$ cat src/rtl/dct_pkg.sv
// Shared definitions for the 8x8 transpose bank between the row and column
// 1-D DCT stages. The writer and the reader both import this package so
// that they agree on the matrix size, word width and address mapping.
//   N   : matrix dimension (rows = cols = N)
//   W   : data word width
//   AW  : bank word address width, log2(N*N)
//   CW  : row/column index width, log2(N)
package dct_pkg;

    localparam int N  = 8;
    localparam int W  = 16;
    localparam int AW = 6;
    localparam int CW = 3;

    // Reader controller states.
    typedef enum logic [1:0] {
        IDLE  = 2'd0,
        READ  = 2'd1,
        DRAIN = 2'd2
    } rd_state_t;

    // Bank word address of element (row, col). The bank is always stored
    // row-major, so a transposed read only changes the counter order.
    function automatic logic [AW-1:0] addr(input logic [CW-1:0] row,
                                           input logic [CW-1:0] col);
        return AW'(row) * AW'(N) + AW'(col);
    endfunction

endpackage

$ cat src/rtl/bank_rd_outreg.sv
// Output register for the transpose bank reader: one data word plus the
// column-last and frame-last markers, presented as a valid/ready stream.
// Ports:
//   clk, rst_n              : clock, asynchronous active-low reset
//   load                    : capture din and markers this cycle
//   din, col_last_in,
//   frm_last_in             : word and markers to capture
//   ready                   : downstream ready
//   dout, col_last, frm_last: registered word and markers
//   valid                   : dout holds a word not yet accepted
// A word is transferred on a rising edge where valid & ready are both 1.
// While valid & !ready the register holds dout and markers unchanged;
// the caller only asserts load when !valid | ready, so no word is lost.
module bank_rd_outreg #(
    parameter int W = 16
) (
    input  logic         clk,
    input  logic         rst_n,
    input  logic         load,
    input  logic [W-1:0] din,
    input  logic         col_last_in,
    input  logic         frm_last_in,
    input  logic         ready,
    output logic [W-1:0] dout,
    output logic         valid,
    output logic         col_last,
    output logic         frm_last
);

    always_ff @(posedge clk or negedge rst_n) begin
        if (!rst_n) begin
            dout     <= '0;
            valid    <= 1'b0;
            col_last <= 1'b0;
            frm_last <= 1'b0;
        end else if (load) begin
            dout     <= din;
            col_last <= col_last_in;
            frm_last <= frm_last_in;
            valid    <= 1'b1;
        end else if (ready) begin
            valid    <= 1'b0;
        end
    end

endmodule

$ cat src/rtl/transpose_bank_reader.sv
// Read-side controller for the 8x8 transpose register bank. After the
// writer pulses bank_full it reads all N*N words (column-major when
// COL_MAJ=1, row-major otherwise), streams them out with column/frame
// markers and pulses bank_free as soon as the last word has been read.
// Ports:
//   clk, rst_n     : clock, asynchronous active-low reset
//   bank_full      : writer pulse, bank holds a complete matrix
//   bank_free      : pulse, bank no longer read and may be overwritten
//   rd_addr, rd_en : bank read address (row*N+col) and read strobe
//   rd_data        : bank word, combinational from rd_addr
//   out_data, out_valid, out_ready : output word stream
//   out_col_last   : with out_valid, last word of a column (or row when COL_MAJ=0)
//   out_frm_last   : with out_valid, last word of the frame
//   busy           : controller not idle
//   state_dbg      : current FSM state (rd_state_t encoding)
// The N, W and AW parameters must match the dct_pkg constants, since the
// address mapping comes from the shared package.
module transpose_bank_reader #(
    parameter int N       = 8,
    parameter int W       = 16,
    parameter int AW      = 6,
    parameter int COL_MAJ = 1
) (
    input  logic          clk,
    input  logic          rst_n,
    input  logic          bank_full,
    output logic          bank_free,
    output logic [AW-1:0] rd_addr,
    output logic          rd_en,
    input  logic [W-1:0]  rd_data,
    output logic [W-1:0]  out_data,
    output logic          out_valid,
    input  logic          out_ready,
    output logic          out_col_last,
    output logic          out_frm_last,
    output logic          busy,
    output logic [1:0]    state_dbg
);

    import dct_pkg::*;

    localparam int              IW       = $clog2(N);
    localparam logic [IW-1:0]   LAST_IDX = IW'(N - 1);

    rd_state_t     state_q, state_d;
    logic          pending_q, pending_d;
    logic [IW-1:0] row_q, col_q;
    logic          advance;
    logic          last_word;
    logic          col_last_w;
    logic          enter_read;

    // The output register can take a new word when empty or being drained.
    assign advance    = !out_valid || out_ready;
    assign last_word  = (row_q == LAST_IDX) && (col_q == LAST_IDX);
    assign col_last_w = (COL_MAJ != 0) ? (row_q == LAST_IDX) : (col_q == LAST_IDX);
    assign rd_addr    = addr(row_q, col_q);
    assign busy       = (state_q != IDLE);
    assign state_dbg  = state_q;

    always_comb begin
        state_d = state_q;
        rd_en   = 1'b0;
        case (state_q)
            IDLE: begin
                if (bank_full || pending_q) state_d = READ;
            end
            READ: begin
                rd_en = advance;
                if (advance && last_word) state_d = DRAIN;
            end
            DRAIN: begin
                // Only the final word can be in the register here.
                if (out_valid && out_ready)
                    state_d = (bank_full || pending_q) ? READ : IDLE;
            end
            default: state_d = IDLE;
        endcase
    end

    // One-deep memory of a bank_full that arrives while busy. A request
    // that starts READ this cycle consumes it; extra pulses are dropped.
    assign enter_read = (state_d == READ) && (state_q != READ);

    always_comb begin
        pending_d = pending_q;
        if (enter_read)
            pending_d = 1'b0;
        else if (bank_full && (state_q != IDLE))
            pending_d = 1'b1;
    end

    always_ff @(posedge clk or negedge rst_n) begin
        if (!rst_n) begin
            state_q   <= IDLE;
            pending_q <= 1'b0;
            bank_free <= 1'b0;
        end else begin
            state_q   <= state_d;
            pending_q <= pending_d;
            bank_free <= rd_en && last_word;
        end
    end

    // Inner index steps every read; both orders end on (N-1, N-1) and
    // wrap back to (0, 0), so addresses never leave the bank.
    always_ff @(posedge clk or negedge rst_n) begin
        if (!rst_n) begin
            row_q <= '0;
            col_q <= '0;
        end else if (rd_en) begin
            if (COL_MAJ != 0) begin
                if (row_q == LAST_IDX) begin
                    row_q <= '0;
                    col_q <= (col_q == LAST_IDX) ? '0 : col_q + 1'b1;
                end else begin
                    row_q <= row_q + 1'b1;
                end
            end else begin
                if (col_q == LAST_IDX) begin
                    col_q <= '0;
                    row_q <= (row_q == LAST_IDX) ? '0 : row_q + 1'b1;
                end else begin
                    col_q <= col_q + 1'b1;
                end
            end
        end
    end

    bank_rd_outreg #(.W(W)) u_outreg (
        .clk         (clk),
        .rst_n       (rst_n),
        .load        (rd_en),
        .din         (rd_data),
        .col_last_in (col_last_w),
        .frm_last_in (last_word),
        .ready       (out_ready),
        .dout        (out_data),
        .valid       (out_valid),
        .col_last    (out_col_last),
        .frm_last    (out_frm_last)
    );

endmodule

$ cat config.mk
export PLATFORM = sky130hd
export DESIGN_NAME = transpose_bank_reader
export DESIGN_NICKNAME = d
export VERILOG_FILES = /design/src/rtl/dct_pkg.sv /design/src/rtl/bank_rd_outreg.sv /design/src/rtl/transpose_bank_reader.sv
export SDC_FILE = /design/constraint.sdc
export NUM_CORES = 1
export LEC_CHECK = 0
export BUFFER_PORTS_ARGS = -buffer_cell sky130_fd_sc_hd__buf_2
export CAP_MARGIN = 20
export CELL_PAD_IN_SITES_DETAIL_PLACEMENT = 1
export CELL_PAD_IN_SITES_GLOBAL_PLACEMENT = 1
export CORE_ASPECT_RATIO = 0.6
export CORE_MARGIN = 4
export CORE_UTILIZATION = 40
export DETAILED_ROUTE_END_ITERATION = 7
export PLACE_DENSITY = 0.89
export SKIP_CTS_REPAIR_TIMING = 1
export SYNTH_ARGS = -nofsm -noshare
export SYNTH_HDL_FRONTEND = slang
export SYNTH_HIERARCHICAL = 1
export SYNTH_SLANG_ARGS = --single-unit
$ cat constraint.sdc
create_clock -name clk -period 2.7 [get_ports clk]
set_input_delay 0.54 -clock clk [delete_from_list [all_inputs] [get_ports clk]]
set_output_delay 0.54 -clock clk [all_outputs]
set_load 0.05 [all_outputs]
==> results of run 1 <==
## state kept, by name, indices dropped and copies added (netlist names)
signal / count
u_outreg/col_last: 1
pending_q: 1
state_dbg: 2
u_outreg/frm_last: 1
col_q: 3
u_outreg/dout: 16
u_outreg/valid: 1
row_q: 3
bank_free: 1
## power by group
part           switching, mW  leakage, nW  total (mW)  internal [mW]
registers             0.0721        0.342       0.602          0.530
clock network          0.163       0.0542       0.393          0.230
logic                  0.494        0.471       0.742          0.248
## critical path: cells and delay by family, from the launching register on
family        cells  cell delay (ps)
simple gates      2              680
flops             1              490
buf+inv           1              340
## kinds of logic (layout without fill, tap and decap cells)
group | Yosys count | in the layout | share of synthesized area, %
buf+inv | 6 | 59 | 4.09
compound gates | 8 | 8 | 4.09
simple gates | 17 | 17 | 8.85
mux | 24 | 24 | 24.0
flops | 29 | 29 | 55.2
fa+ha+maj | 4 | 4 | 3.81
## placed cells by master, fill, tap and decap left out, drive strengths merged
cell type,count
nor2b,2
o2bb2ai,1
and2b,1
buf,49
a21oi,2
nor2,4
clkbuf,7
nand2b,2
a21o,2
and2,2
dfrtp,29
clkinv,1
and3,1
nand3,1
mux2,24
inv,2
a211oi,1
nor3b,1
o21ai,1
or2,1
nand2,1
ha,4
nor3,1
a31oi,1
## how the worst max path moves through the flow
stage                        endpoint  slack (ps)  cells after the start
floorplan           u_outreg/dout[10]         660                      6
global placement                rd_en         620                      4
detailed placement              rd_en         570                      4
CTS                             rd_en         360                      3
global route                    rd_en         250                      3
finish                          rd_en         360                      3
## metrics by stage
step / setup WS (ps) / power [mW] / cells / util, %
floorplan: 662 / 1.19 / 88 / -
global placement: 622 / 1.33 / 175 / 52.2
detailed placement: 574 / 1.35 / 175 / 52.2
CTS: 363 / 1.76 / 183 / 55.5
global route: 249 / 1.84 / 183 / 55.5
finish: 364 / 1.74 / 183 / 55.5
## area by class of cell
cell class,count,share of cell area [%]
tap,42,3.15
clock buffer,7,5.78
timing repair buffer,49,14.7
multi-input combinational,53,32.1
sequential,29,43.5
inverter,2,0.450
clock inverter,1,0.300
## cell usage after synthesis, drive strengths merged, types with 2 or more instances
master,n
inv,2
dfrtp,29
a21o,2
nor2,4
ha,4
buf,3
nand2b,2
nor2b,2
a21oi,2
and2,2
mux2,24
## routing by layer
layer	share of wire [%]	routed length [µm]	global-route usage [%]	up-vias
met3	7.4	229	6.87	5
met5	0	0	0	-
li1	-	-	-	408
met2	52	1600	28.7	31
met4	0.93	29	6.63	0
met1	40	1240	17.5	441
==> impl_metrics.yaml, run 1 <==
outcome:
  outcome: "finished, final reports clean"
logic_synthesis:
  synth_area_leaders: "dfrtp_1 55%, mux2_4 14%, mux2_2 10%"
  synth_edf_count: 0
  netlist_area_um2: 1320
  yosysSeqAreaShare_pct: 55.2
  ys_warn_count: 6
  synth-main-ff-cell: "dfrtp_1"
  synthDistinctLibCells: 29
  ys_ff_latch: 29
  synth-async-reset-ratio_pct: 100
  synth.largest_area_cell: "dfrtp_1"
  syn_nets: 112
  synth_area_per_cell_um2: 14.9
  syn_inst: 88
  synth.top_cell.area_share_pct: 55.2
detailed_routing:
  drtAntennaViolNets: 0
  drc: 0
  drt-total-wl_mm: 3.10
  vias_per_cell: 4.84
  wl_per_cell_um: 17.0
  dr.pass1.iters: 3
  first_iter_violations: 12
  num_vias: 885
placement:
  io_buffers: 49
  hpwl_mm: 2.30
  placed_area_um2: 1570
  gp_congestion: 0.795
cells_and_area:
  seq_area_um2: 726
  multi_input_area_um2: 536
  antenna_cells: 0
  fillerInstances: 335
  final_nets: 164
  syn_to_final_growth_pct: 26.8
  stdcell_area_um2: 1670
  layout-drive-gt1-share_pct: 61.7
job:
  max-cap-violations: 0
sta:
  setup_tns_ps: 0
  fmax_ghz: 0.428
  rsz0062_at_grt: "false"
  slew_viol_final: 0
  finalCriticalPeriod_ps: 2340
  slew_headroom_pct: 58.2
  whs_ps: 274
  setup_viol: 0
  hold_viol: 0
  tightest_slew_ps: 626
  fin_crit_sh_pct: 86.5
  fin_skew_ps: 5.73
global_route:
  grt_pass1_wl_mm: 5.04
  grt_max_degree: 30
  grt-ovfl-total: 0
  grtUsageTotal_pct: 16.4
  grt_pass1_vias: 1034
  antenna_found_initial: 0
clock_tree:
  htreeDepth: 2
  cts_buffers: 5
  clockBufferDepth: 2
  clock-root-buffer: "clkbuf_8"
  cts_tree: "done"
  path_clk_slew_ps: 70
  clock-sinks: 29
  clock_latency_ps: 280
setup_path:
  ff2ff_setup_slack_ps: 1020
  critPathMaxStageDelay_ps: 490
  reg2reg_to: "u_outreg/dout[13]"
  crit_type: "reg2out"
  cp.arrival_ps: 1800
  r2r-start: "state_dbg[0]"
  cp-start-kind: "flop"
  r2r_cells: 3
  crit_chain: "nor2b_4 -> and2_4 -> buf_2"
  crit_fanout: 23
  cpMaxStageDelayCell: "dfrtp_1"
  cp_data_required_time_ps: 2160
  end_kind: "primary output"
  critPathLaunch: "state_dbg[0]"
die:
  num_rows: 15
  fp.dieH_um: 52.4
  initial_core_util_pct: 43.8
  core_area_um2: 3000
  ios: 50
  die_width_um: 82.0
  die_area_um2: 4300
worst_hold_path:
  holdCritPathClass: "in2async"
power:
  powerDensity_nw_per_um2: 1040
  irDropWorstVdd_v: 0.000499
  p_leak_nw: 0.867
No activity file was read; power rests on OpenSTA's default activity.
==> inputs of run 2 (changes only) <==
- BUFFER_PORTS_ARGS: -buffer_cell sky130_fd_sc_hd__buf_2 -> not set
- CAP_MARGIN: 20 -> 5
- CORE_UTILIZATION: 40 -> 51
- DONT_BUFFER_PORTS: not set -> 1
- PLACE_DENSITY: 0.89 -> 0.87
==> run 2 against run 1 <==
Compared with the run above: largest power group is now sequential cells; final area fell by 15%; via count shrank 22%; clock skew shrank 1.1 ps; non-clock buffer count is 47 lower; sequential power is 57% higher; sequential share of layout area grew 7.6 points; largest cell class unchanged; worst setup slack better by 93 ps; global-route usage up 0.52 points; combinational power fell by 59%; first-iteration DRC count up 50%; critical endpoint unchanged.
==> impl_metrics.yaml, run 2 (synthesis results as in run 1) <==
outcome:
  outcome: "finished, final reports clean"
clock_tree:
  cts_tree: "done"
  clock-root-buffer: "clkbuf_8"
  path_clk_slew_ps: 60
  clock-sinks: 29
  htreeDepth: 2
  clock_latency_ps: 270
  clockBufferDepth: 2
  cts_buffers: 5
sta:
  whs_ps: 89.0
  slew_headroom_pct: 54.4
  fin_crit_sh_pct: 83.1
  finalCriticalPeriod_ps: 2240
  fmax_ghz: 0.446
  hold_viol: 0
  tightest_slew_ps: 684
  slew_viol_final: 0
  setup_tns_ps: 0
  fin_skew_ps: 4.61
  setup_viol: 0
  rsz0062_at_grt: "false"
cells_and_area:
  syn_to_final_growth_pct: 7.99
  fin_cells: 123
  final_cell_mix: "29 x dfrtp_1, 12 x mux2_2, 12 x mux2_4"
  fin_util_pct: 61.5
  final_nets: 117
  largest_reg_flops: 16
  final_common_cell: "dfrtp_1"
  fillerInstances: 239
  seq_area_um2: 726
  multi_input_area_um2: 536
  antenna_cells: 0
  top_register: "u_outreg/dout"
  layout-drive-gt1-share_pct: 40.9
  reg.largest.list: "u_outreg/dout: 16 flops, col_q: 3 flops, row_q: 3 flops"
placement:
  io_buffers: 0
  hpwl_mm: 1.95
  gp_congestion: 0.724
  dp.cells: 115
detailed_routing:
  drt-total-wl_mm: 2.66
  dr.pass1.iters: 4
  first_iter_violations: 18
  wl_per_cell_um: 21.6
  num_vias: 692
  drc: 0
  vias_per_cell: 5.63
  drtAntennaViolNets: 0
setup_path:
  r2r_cells: 3
  worst-path-stages: 2
  cp-start-kind: "flop"
  reg2reg_to: "u_outreg/dout[0]"
  ff2ff_setup_slack_ps: 750
  critPathLaunch: "state_dbg[1]"
  path_buf_inv: 0
  cp_data_required_time_ps: 2160
  crit_path_end: "rd_en"
  cp.arrival_ps: 1700
  crit_family: "simple AND/OR/NAND/NOR gates"
  crit_chain: "nor2b_4 -> and2_4"
  critPathMaxStageDelay_ps: 640
  crit_fanout: 23
  cpMaxStageDelayCell: "dfrtp_1"
  r2r-start: "state_dbg[1]"
  crit_type: "reg2out"
  end_kind: "primary output"
worst_hold_path:
  holdCritPathClass: "in2async"
global_route:
  grt-ovfl-total: 0
  antenna_found_initial: 0
  grt_pass1_vias: 850
  grtUsageTotal_pct: 16.9
  grt_pass1_wl_mm: 4.15
  grt_max_degree: 30
power:
  finalPower_mw: 1.59
  p_leak_nw: 0.674
  irDropWorstVdd_v: 0.000653
  powerDensity_nw_per_um2: 1120
die:
  die_area_um2: 3480
  fp.dieH_um: 47.3
  num_rows: 13
  ios: 50
  die_width_um: 73.6
  initial_core_util_pct: 56.9
  core_area_um2: 2310
job:
  max-cap-violations: 0
run 2: cell types whose count changed in the layout (fill, tap and decap cells not counted), sizes merged:
cell    delta
buf       -47
clkinv     -1
run 2: area by class of cell:
cell class,count,area share (%)
Sequential cell,29,51.1
Clock buffer,7,6.08
Tap cell,30,2.64
Timing Repair Buffer,2,1.94
Inverter,2,0.529
Multi-Input combinational cell,53,37.7
run 2: worst min-delay path by stage:
| stage | startpoint | to | slack [ps] | depth (start not counted) |
|---|---|---|---|---|
| detailed placement | rst_n | col_q[1] | 240 | 0 |
| global route | rst_n | bank_free | 80 | 1 |
| finish | rst_n | u_outreg/dout[7] | 90 | 1 |
| CTS | rst_n | u_outreg/frm_last | -50 | 0 |
| global placement | rst_n | col_q[2] | 250 | 0 |
| floorplan | rst_n | bank_free | 240 | 0 |
run 2: power by group:
| group | total (mW) | switching [mW] | internal [mW] |
|---|---|---|---|
| clock | 0.345 | 0.143 | 0.202 |
| sequential | 0.943 | 0.420 | 0.523 |
| combinational | 0.303 | 0.121 | 0.182 |
| total | 1.59 | 0.684 | 0.906 |
run 2: metal layers:
layer | routed length (µm) | vias to the layer above | track usage (%)
li1 | - | 311 | -
met3 | 297 | 2 | 8.33
met5 | 0 | - | 0
met2 | 1360 | 30 | 29.4
met1 | 989 | 349 | 18.3
met4 | 12 | 0 | 6.50
run 2: worst register-to-register path, cell delays in order (launching register included):
cell	delay, ps
dfrtp_1	640
nor2b_4	290
and2_4	500
mux2_2	400
run 2: through the flow:
stage	setup WS, ps	instance area [µm²]
global route	387	1420
detailed placement	752	1310
global placement	809	1310
floorplan	662	1320
finish	457	1420
CTS	456	1400
==> inputs of run 3 (changes only) <==
- CORE_UTILIZATION: 51 -> 43
- PLACE_DENSITY: 0.87 -> 0.79
- clock period: 2.7 -> 1.9 ns (I/O delays scaled with it)
==> run 3 against run 2 <==
Compared with the run above: global-route usage down 2.2 points; clock skew decreased by 0.80 ps; sequential share of layout area is 3.0 points lower; via count grew 9.1%.
==> impl_metrics.yaml, run 3 (synthesis results as in run 1) <==
power:
  p_leak_nw: 0.721
  powerDensity_nw_per_um2: 1570
  irDropWorstVdd_v: 0.000920
setup_path:
  crit_fanout: 12
  cpMaxStageDelayCell: "dfrtp_1"
  critPathMaxStageDelay_ps: 470
  end_kind: "primary output"
  crit_chain: "nor2b_4 -> and2_4"
  crit_type: "reg2out"
  cp-start-kind: "flop"
  cp.arrival_ps: 1370
  cp_data_required_time_ps: 1520
sta:
  setup_slack_ps: 155
  rsz0062_at_grt: "false"
  hold_viol: 0
  fin_skew_ps: 3.81
  tightest_slew_ps: 498
  fin_crit_sh_pct: 91.8
  finalCriticalPeriod_ps: 1750
  fmax_ghz: 0.573
  slew_headroom_pct: 66.8
  slew_viol_final: 0
  setup_viol: 0
  setup_tns_ps: 0
clock_tree:
  clock-root-buffer: "clkbuf_8"
  clockBufferDepth: 2
  cts_buffers: 5
  htreeDepth: 2
  path_clk_slew_ps: 60
  clock_latency_ps: 280
  clock-sinks: 29
  cts_tree: "done"
global_route:
  grt_pass1_vias: 855
  grt_max_degree: 30
  grtUsageTotal_pct: 14.7
  grt_pass1_wl_mm: 4.27
  grt-ovfl-total: 0
  antenna_found_initial: 0
detailed_routing:
  drt-total-wl_mm: 2.86
  vias_per_cell: 5.17
  dr.pass1.iters: 2
  num_vias: 755
  first_iter_violations: 15
  drtAntennaViolNets: 0
  drc: 0
  wl_per_cell_um: 19.6
die:
  num_rows: 15
  die_area_um2: 4040
  initial_core_util_pct: 45.5
  core_area_um2: 2890
  die_width_um: 79.4
  fp.dieH_um: 50.8
  ios: 50
cells_and_area:
  antenna_cells: 0
  largest_reg_flops: 16
  reg.largest.list: "u_outreg/dout: 16 flops, col_q: 3 flops, row_q: 3 flops"
  final_nets: 127
  final_cell_mix: "28 x dfrtp_1, 12 x mux2_2, 12 x mux2_4"
  final_common_cell: "dfrtp_1"
  syn_to_final_growth_pct: 14.8
  top_register: "u_outreg/dout"
  layout-drive-gt1-share_pct: 47.1
  fin_util_pct: 52.3
  fin_cells: 146
worst_hold_path:
  holdCritPathClass: "in2reg"
placement:
  gp_congestion: 0.706
  io_buffers: 0
  place_ws_ps: 194
  dp.cells: 135
  hpwl_mm: 1.97
job:
  max-cap-violations: 0
outcome:
  outcome: "finished, final reports clean"
run 3: cell count changes in the layout (fill, tap and decap cells not counted):
cell	change
buf_4	+8
clkbuf_8	-1
and2_2	+1
dlygate4sd3_1	+1
dfrtp_2	+1
clkinv_2	+2
dfrtp_1	-1
run 3: worst paths after layout:
kind / startpoint / endpoint / slack [ps] / cells past startpoint
hold reg to reg: pending_q / pending_q / 560 / 2
setup reg to reg: state_dbg[1] / u_outreg/dout[6] / 320 / 3
hold / removal: rd_data[12] / u_outreg/dout[12] / 240 / 1
setup / recovery: state_dbg[1] / rd_en / 150 / 2
min in group asynchronous: rst_n / u_outreg/dout[5] / 550 / 2
max in group asynchronous: rst_n / state_dbg[0] / 1180 / 2
run 3: metrics by stage:
stage | hold slack, ps | area (µm²) | power, mW
detailed placement | 85.0 | 1390 | 1.88
global route | 220 | 1510 | 2.50
CTS | -231 | 1470 | 2.38
finish | 242 | 1510 | 2.36
global placement | 85.1 | 1390 | 1.83
floorplan | 84.4 | 1320 | 1.69
run 3: worst max-delay path, delay by kind of cell, from the launching register on:
| kind | cells | cell delay [ps] |
|---|---|---|
| flip-flops | 1 | 470 |
| AND/OR/NAND/NOR | 2 | 600 |
run 3: layer usage:
layer / GRT usage [%] / routed length, µm
met1: 14.6 / 1170
met4: 6.00 / 47
met2: 24.4 / 1340
met3: 9.86 / 303
met5: 0 / 0
run 3: final cells by class:
class | count | area (µm²)
Clock buffer | 6 | 72.6
Inverter | 2 | 7.51
Clock inverter | 2 | 10.0
Timing Repair Buffer | 11 | 97.6
Tap cell | 42 | 52.6
Fill cell | 300 | 1380
Multi-Input combinational cell | 54 | 543
Sequential cell | 29 | 727
run 3: power by group:
| group | switching, mW | internal (mW) |
|---|---|---|
| clock network | 0.230 | 0.253 |
| logic | 0.460 | 0.344 |
| registers | 0.328 | 0.749 |
